===== config.mk =====
export PLATFORM = sky130hd
export DESIGN_NAME = elevator_scheduler
export DESIGN_NICKNAME = d
export VERILOG_FILES = /design/src/rtl/elevator_scheduler.sv
export SDC_FILE = /design/constraint.sdc
export NUM_CORES = 1
export LEC_CHECK = 0
export BUFFER_PORTS_ARGS = -buffer_cell sky130_fd_sc_hd__buf_4
export CORE_MARGIN = 1.5
export CORE_UTILIZATION = 60
export CTS_BUF_LIST = sky130_fd_sc_hd__clkbuf_16
export CTS_CLUSTER_DIAMETER = 200
export DETAILED_ROUTE_END_ITERATION = 8
export GPL_TIMING_DRIVEN = 0
export PLACE_DENSITY = 0.88
export REMOVE_ABC_BUFFERS = 1
export SLEW_MARGIN = 10
export SYNTH_ARGS = -nofsm -noshare
export SYNTH_HDL_FRONTEND = slang
export SYNTH_SLANG_ARGS = --single-unit

===== constraint.sdc =====
create_clock -name clk -period 4.6 [get_ports clk]
set_clock_uncertainty 0.2 [all_clocks]
set_input_delay 0.23 -clock clk [delete_from_list [all_inputs] [get_ports clk]]
set_output_delay 0.23 -clock clk [all_outputs]
set_load 0.1 [all_outputs]

===== src/rtl/elevator_scheduler.sv =====
// elevator_scheduler: latches per-floor calls and dispatches the car one
// target at a time using a SCAN (sweep) policy. Emergency stop freezes
// dispatch while still collecting calls.
module elevator_scheduler #(
  parameter int unsigned NUM_FLOORS = 4,
  parameter int unsigned DWELL      = 8,
  parameter int unsigned TIMEOUT    = 64
) (
  input  logic                  clk,
  input  logic                  rst,
  input  logic [NUM_FLOORS-1:0] call_btn,
  input  logic                  emergency_stop,
  input  logic [1:0]            current_floor,
  input  logic                  door_open,
  output logic [NUM_FLOORS-1:0] floor_request,
  output logic [NUM_FLOORS-1:0] pending,
  output logic                  dir_up,
  output logic                  busy,
  output logic                  timeout_err
);

  typedef enum logic [2:0] {
    S_IDLE,
    S_SELECT,
    S_WAIT_ARRIVE,
    S_SERVICE,
    S_HALT
  } state_t;

  state_t                  state;
  logic [1:0]              target;
  logic [7:0]              cnt;

  logic                    arrived;
  logic                    wait_expired;
  logic                    dwell_done;
  logic [NUM_FLOORS-1:0]   clear_mask;
  logic [1:0]              sel_target;
  logic                    sel_dir_up;
  logic [NUM_FLOORS-1:0]   sel_onehot;
  logic                    found_near;
  logic [1:0]              near_t;
  logic [1:0]              far_t;

  assign arrived      = (current_floor == target) && door_open;
  assign wait_expired = (cnt == 8'(TIMEOUT - 1));
  assign dwell_done   = (cnt == 8'(DWELL - 1));

  // SCAN choice: nearest pending floor in the sweep direction, else reverse.
  always_comb begin
    // NOTE: every always_comb output gets a default first so no path leaves it unassigned (no latch).
    found_near = 1'b0;
    near_t     = '0;
    far_t      = '0;
    if (dir_up) begin
      // Descending scan: the last hit is the lowest floor at or above the car.
      for (int i = NUM_FLOORS - 1; i >= 0; i--) begin
        if (pending[i] && (2'(i) >= current_floor)) begin
          near_t     = 2'(i);
          found_near = 1'b1;
        end
      end
      // Ascending scan: the last hit is the highest floor below the car.
      for (int i = 0; i < NUM_FLOORS; i++) begin
        if (pending[i] && (2'(i) < current_floor)) far_t = 2'(i);
      end
    end else begin
      // Ascending scan: the last hit is the highest floor at or below the car.
      for (int i = 0; i < NUM_FLOORS; i++) begin
        if (pending[i] && (2'(i) <= current_floor)) begin
          near_t     = 2'(i);
          found_near = 1'b1;
        end
      end
      // Descending scan: the last hit is the lowest floor above the car.
      for (int i = NUM_FLOORS - 1; i >= 0; i--) begin
        if (pending[i] && (2'(i) > current_floor)) far_t = 2'(i);
      end
    end
    sel_target = found_near ? near_t : far_t;
    sel_dir_up = found_near ? dir_up : ~dir_up;
    sel_onehot = '0;
    sel_onehot[sel_target] = 1'b1;
  end

  // Served (or abandoned) call bit; emergency stop suppresses any clear.
  always_comb begin
    clear_mask = '0;
    if ((state == S_WAIT_ARRIVE) && !emergency_stop && (arrived || wait_expired)) begin
      clear_mask = floor_request;
    end
  end

  // Dispatch FSM with registered outputs and the pending-call latch.
  always_ff @(posedge clk) begin
    // NOTE: sequential state uses non-blocking assignments so every register samples pre-edge values.
    if (rst) begin
      // NOTE: every register, pending included, has an explicit reset; there is no memory array here.
      state         <= S_IDLE;
      pending       <= '0;
      floor_request <= '0;
      dir_up        <= 1'b1;
      busy          <= 1'b0;
      timeout_err   <= 1'b0;
      target        <= '0;
      cnt           <= '0;
    end else begin
      pending <= (pending | call_btn) & ~clear_mask;

      if (emergency_stop) begin
        state         <= S_HALT;
        floor_request <= '0;
        cnt           <= '0;
        busy          <= 1'b0;
      end else begin
        case (state)
          S_IDLE: begin
            if (|pending) begin
              state <= S_SELECT;
              busy  <= 1'b1;
            end
          end

          S_SELECT: begin
            if (|pending) begin
              target        <= sel_target;
              dir_up        <= sel_dir_up;
              floor_request <= sel_onehot;
              cnt           <= '0;
              state         <= S_WAIT_ARRIVE;
              busy          <= 1'b1;
            end else begin
              state <= S_IDLE;
              busy  <= 1'b0;
            end
          end

          S_WAIT_ARRIVE: begin
            if (arrived) begin
              floor_request <= '0;
              cnt           <= '0;
              state         <= S_SERVICE;
            end else if (wait_expired) begin
              timeout_err   <= 1'b1;
              floor_request <= '0;
              cnt           <= '0;
              state         <= S_IDLE;
              busy          <= 1'b0;
            end else begin
              cnt <= cnt + 8'd1;
            end
          end

          S_SERVICE: begin
            if (dwell_done) begin
              cnt <= '0;
              if (|pending) begin
                state <= S_SELECT;
              end else begin
                state <= S_IDLE;
                busy  <= 1'b0;
              end
            end else begin
              cnt <= cnt + 8'd1;
            end
          end

          S_HALT: begin
            if (|pending) begin
              state <= S_SELECT;
              busy  <= 1'b1;
            end else begin
              state <= S_IDLE;
            end
          end

          default: begin
            state         <= S_IDLE;
            floor_request <= '0;
            cnt           <= '0;
            busy          <= 1'b0;
          end
        endcase
      end
    end
  end

endmodule


==> results list <==
- The flow ran to the end, and the final reports show no timing, DRC or antenna violations.
- Along the worst hold path, the cell count comes to 2.
* Final number of setup-violating endpoints: 0
* Total global routing track utilization: 0.300
- Period Utilization, post-route: 0.535
* Area Overhead vs Synth: 16.3%
* Endpoint class of the critical path: register
- Worst Setup Slack, final: 2.14 ns
* Num Clock Sinks: 24
- In the synthesized netlist the dominant register cell turns out to be sky130_fd_sc_hd__dfxtp_1.
- PnR Total Power: 0.575 mW
* Chain of cells forming the critical path: ha_1, and4bb_2, a32oi_1, o211ai_1, o21ai_1, a31o_2
* Register clock-pin slew on the reported worst setup and hold paths: 0.06 ns
- Buffers inserted to repair hold after CTS numbered 0.
- In this run the remaining antenna-violating nets after routing total 0.
- 0 antenna diodes ended up in the layout.
- Crit Reg-Reg Startpoint: cnt[0]
* Worst-case register-to-register setup slack: 2.14 ns
* Mean number of vias per cell: 6.50
- The initial antenna violation count was 0.
- Cells after DPL: 212
- The critical path contains buffers and inverters numbering 0 combined.
- Clock network fraction of total power: 0.434
* Root buffer cell: sky130_fd_sc_hd__clkbuf_16
- After global routing the overflow that remains totals 0.
- Launch point of the worst hold path: rst
* TritonCTS Buffers: 3
* Largest net degree at the start of global routing: 15
* Minimum setup slack after placement: roughly 2.2 ns
* Std-Cell Rows: 17
* Number of max-cap violations: 0
- Count of cell instances traversed by the critical path: 6
- Top Ports: 21
- For this run, the register share of the synthesized area comes to 0.335.
* CP Data Required Time: 4.56 ns
- For this design the static power due to leakage is 0.642 nW.
- After synthesis the cells add up to 1430 µm².
- Once the clock tree was built, the resizer swapped 0 gates to a different size.
* Synth async-reset ratio: 0
- The synthesized design contains 0 enable-type register cells.
- The internal power of the cells totals 0.419 mW.
- Max Clock Freq: 406 MHz
- Hold WS: 0.0395 ns
- At the pin with the least slew margin, the transition time is ~0.8 ns.
* Capture point of the worst reg-to-reg path: cnt[5]
* Total Neg Setup Slack: 0 ns
- Post-layout instance count excluding filler cells: 216
* Via count of the first global-routing pass: 1395
* Setup repair after global routing missed its margin: false
- Initial standard-cell utilization of the core: 0.642
- Crit-path leading delay family: compound AO/OA/AOI/OAI gates
- At the worst endpoint, the arrival time is 2.42 ns.
- Buffers placed on the I/O ports in this run total 20.
* Share of power burned in registers: 0.395
* Ratio of total power to cell area: 345 nW/µm²
- Yosys printed 0 warnings.
- The number of endpoints with negative hold slack in the final report is 0.
* Crit Path Class: reg2reg
* Peak per-stage delay on the critical path: 0.68 ns
- Sum of net half-perimeters after detailed placement: 2380 µm
- Routed wire length per instance: 16.4 µm
* Capture endpoint of the worst hold path: target[0]
- The first global-routing pass estimated a little under 6000 µm of wire.
- After technology mapping, the gate count stands at 174.
- The congestion estimate from routability-driven global placement came to 0.843.
- The worst pin sits at a relative slew slack of 0.463.
- For this design the total switching power over the nets is around 0.16 mW.
- The later pin in the worst-skew pair is clocked with a latency of 0.26 ns.
- Core utilization of the finished layout: 0.747
- Detailed routing inserted a total of 1405 vias.
- In this run the number of H-tree levels came out at 1.
- In the routed design, unresolved DRC markers number 0.
- The final layout contains 200 nets.
- The die covers 2690 µm².
- In this run the worst hold path is classified as in2reg.
- Combinational power share: 0.171
- Synth cell types: 53
- Measured along the x axis, the die boundary spans 51.9 µm.
- Syn Area/Cell: about 8.2 µm²
- The final number of max-transition violations came to 0.
- Detailed-router iteration count before antenna repair: 4
* Post-route design area: 1670 µm²
- Peak VDD IR: 445 µV
- Cells on worst reg2reg path: 6
- Die Span Y: 51.9 µm
- Clock tree from TritonCTS: yes
- Of the cells placed in the final design, the portion with a size suffix greater than 1 is 0.197.
* Critical path's slowest cell: sky130_fd_sc_hd__o211ai_1
* Post-CTS Setup Inserts: 0
- In this run, synthesis produced a sequential element count of 24.
- The worst setup path is launched from a register.
- Minimum clock period: 2.46 ns
- Core Box Area: 2230 µm²
* Max Root-Sink Buffers: 2
- Of the total power, the share spent switching nets is 0.272.
- Post-Place Cell Area: 1560 µm²
* Top fanout value on the critical path: 11
- The final layout contains routed wiring with a total length of between 3000 and 4000 µm.
- DR iter-0 viols: 38
cell families (layout without fill, tap and decap cells):
| family | Yosys count | in the layout | synth area share |
|---|---|---|---|
| muxes | 4 | 4 | 0.0288 |
| buffers and inverters | 17 | 31 | 0.0576 |
| and+or+nand+nor | 75 | 75 | 0.284 |
| AOI/OAI and AO/OA | 51 | 51 | 0.274 |
| adders and majority gates | 1 | 1 | 0.00872 |
| DFF | 24 | 24 | 0.335 |
| xor gates and xnor gates | 2 | 2 | 0.0122 |
worst max path at each step:
stage | to | start
after CTS | cnt[5] | cnt[0]
after floorplan | floor_request[0] | dir_up
final | cnt[5] | cnt[0]
after global placement | cnt[5] | cnt[0]
after detailed placement | cnt[5] | cnt[0]
after global routing | cnt[5] | cnt[0]
layout make-up:
class                           instances  area, µm²
Tap cell                               28       35.0
Inverter                                7       26.3
Clock buffer                            3       75.1
Fill cell                             168        566
Timing Repair Buffer                   20        150
Clock inverter                          1       30.0
Sequential cell                        24        480
Multi-Input combinational cell        133        871
Yosys cell counts (2+ instances only):
cell type / n / area share
sky130_fd_sc_hd__a211oi_1: 4 / 0.021
sky130_fd_sc_hd__or2_2: 2 / 0.0087
sky130_fd_sc_hd__a22oi_1: 2 / 0.010
sky130_fd_sc_hd__and3_1: 4 / 0.017
sky130_fd_sc_hd__nand3_1: 4 / 0.014
sky130_fd_sc_hd__nand4_1: 2 / 0.0087
sky130_fd_sc_hd__nand2b_1: 3 / 0.013
sky130_fd_sc_hd__xnor2_1: 2 / 0.012
sky130_fd_sc_hd__o211ai_1: 2 / 0.010
sky130_fd_sc_hd__nor2_1: 20 / 0.052
sky130_fd_sc_hd__mux2i_1: 3 / 0.021
sky130_fd_sc_hd__o21ai_0: 6 / 0.021
sky130_fd_sc_hd__or3_1: 2 / 0.0087
sky130_fd_sc_hd__clkbuf_1: 2 / 0.0052
sky130_fd_sc_hd__a21oi_1: 10 / 0.035
sky130_fd_sc_hd__buf_2: 6 / 0.021
sky130_fd_sc_hd__o221ai_1: 2 / 0.012
sky130_fd_sc_hd__a21o_1: 4 / 0.021
sky130_fd_sc_hd__nor2b_1: 7 / 0.031
sky130_fd_sc_hd__a2bb2oi_1: 4 / 0.024
sky130_fd_sc_hd__a31o_2: 2 / 0.012
sky130_fd_sc_hd__nand2_1: 13 / 0.034
sky130_fd_sc_hd__nand3b_1: 3 / 0.016
sky130_fd_sc_hd__nor3_1: 6 / 0.021
sky130_fd_sc_hd__a32oi_1: 2 / 0.012
sky130_fd_sc_hd__inv_1: 7 / 0.018
sky130_fd_sc_hd__dfxtp_1: 24 / 0.34
layout by cell type (no fill, tap or decap), types with 3 or more instances in the layout:
| cell | instances |
|---|---|
| sky130_fd_sc_hd__inv_1 | 7 |
| sky130_fd_sc_hd__dfxtp_1 | 24 |
| sky130_fd_sc_hd__o21ai_0 | 6 |
| sky130_fd_sc_hd__mux2i_1 | 3 |
| sky130_fd_sc_hd__nand2b_1 | 3 |
| sky130_fd_sc_hd__a211oi_1 | 4 |
| sky130_fd_sc_hd__a21o_1 | 4 |
| sky130_fd_sc_hd__nor2_1 | 20 |
| sky130_fd_sc_hd__clkbuf_16 | 3 |
| sky130_fd_sc_hd__nand3b_1 | 3 |
| sky130_fd_sc_hd__nand3_1 | 4 |
| sky130_fd_sc_hd__nand2_1 | 13 |
| sky130_fd_sc_hd__buf_4 | 20 |
| sky130_fd_sc_hd__nor2b_1 | 7 |
| sky130_fd_sc_hd__a2bb2oi_1 | 4 |
| sky130_fd_sc_hd__a21oi_1 | 10 |
| sky130_fd_sc_hd__and3_1 | 4 |
| sky130_fd_sc_hd__nor3_1 | 6 |
power by group through the flow:
stage / Clock (mW) / Combinational (mW) / Sequential [mW]
2_1_floorplan: 0 / 0.0425 / 0.257
3_3_place_gp: 0 / 0.0934 / 0.231
3_5_place_dp: 0 / 0.0962 / 0.231
4_1_cts: 0.251 / 0.0978 / 0.227
5_1_grt: 0.261 / 0.105 / 0.228
6_report: 0.249 / 0.0985 / 0.227
state kept, by name, indices dropped and copies added (netlist names):
signal / count
busy: 1
timeout_err: 1
target: 2
state: 3
pending: 4
dir_up: 1
floor_request: 4
cnt: 8
layer usage:
metal | global-route usage | share of wire | vias to the layer above
li1 | - | - | 673
met1 | 0.310 | 0.40 | 673
met2 | 0.530 | 0.51 | 45
met3 | 0.0833 | 0.054 | 14
met4 | 0.184 | 0.032 | 0
met5 | 0 | 0 | -
Power figures use the tool's default switching activity.
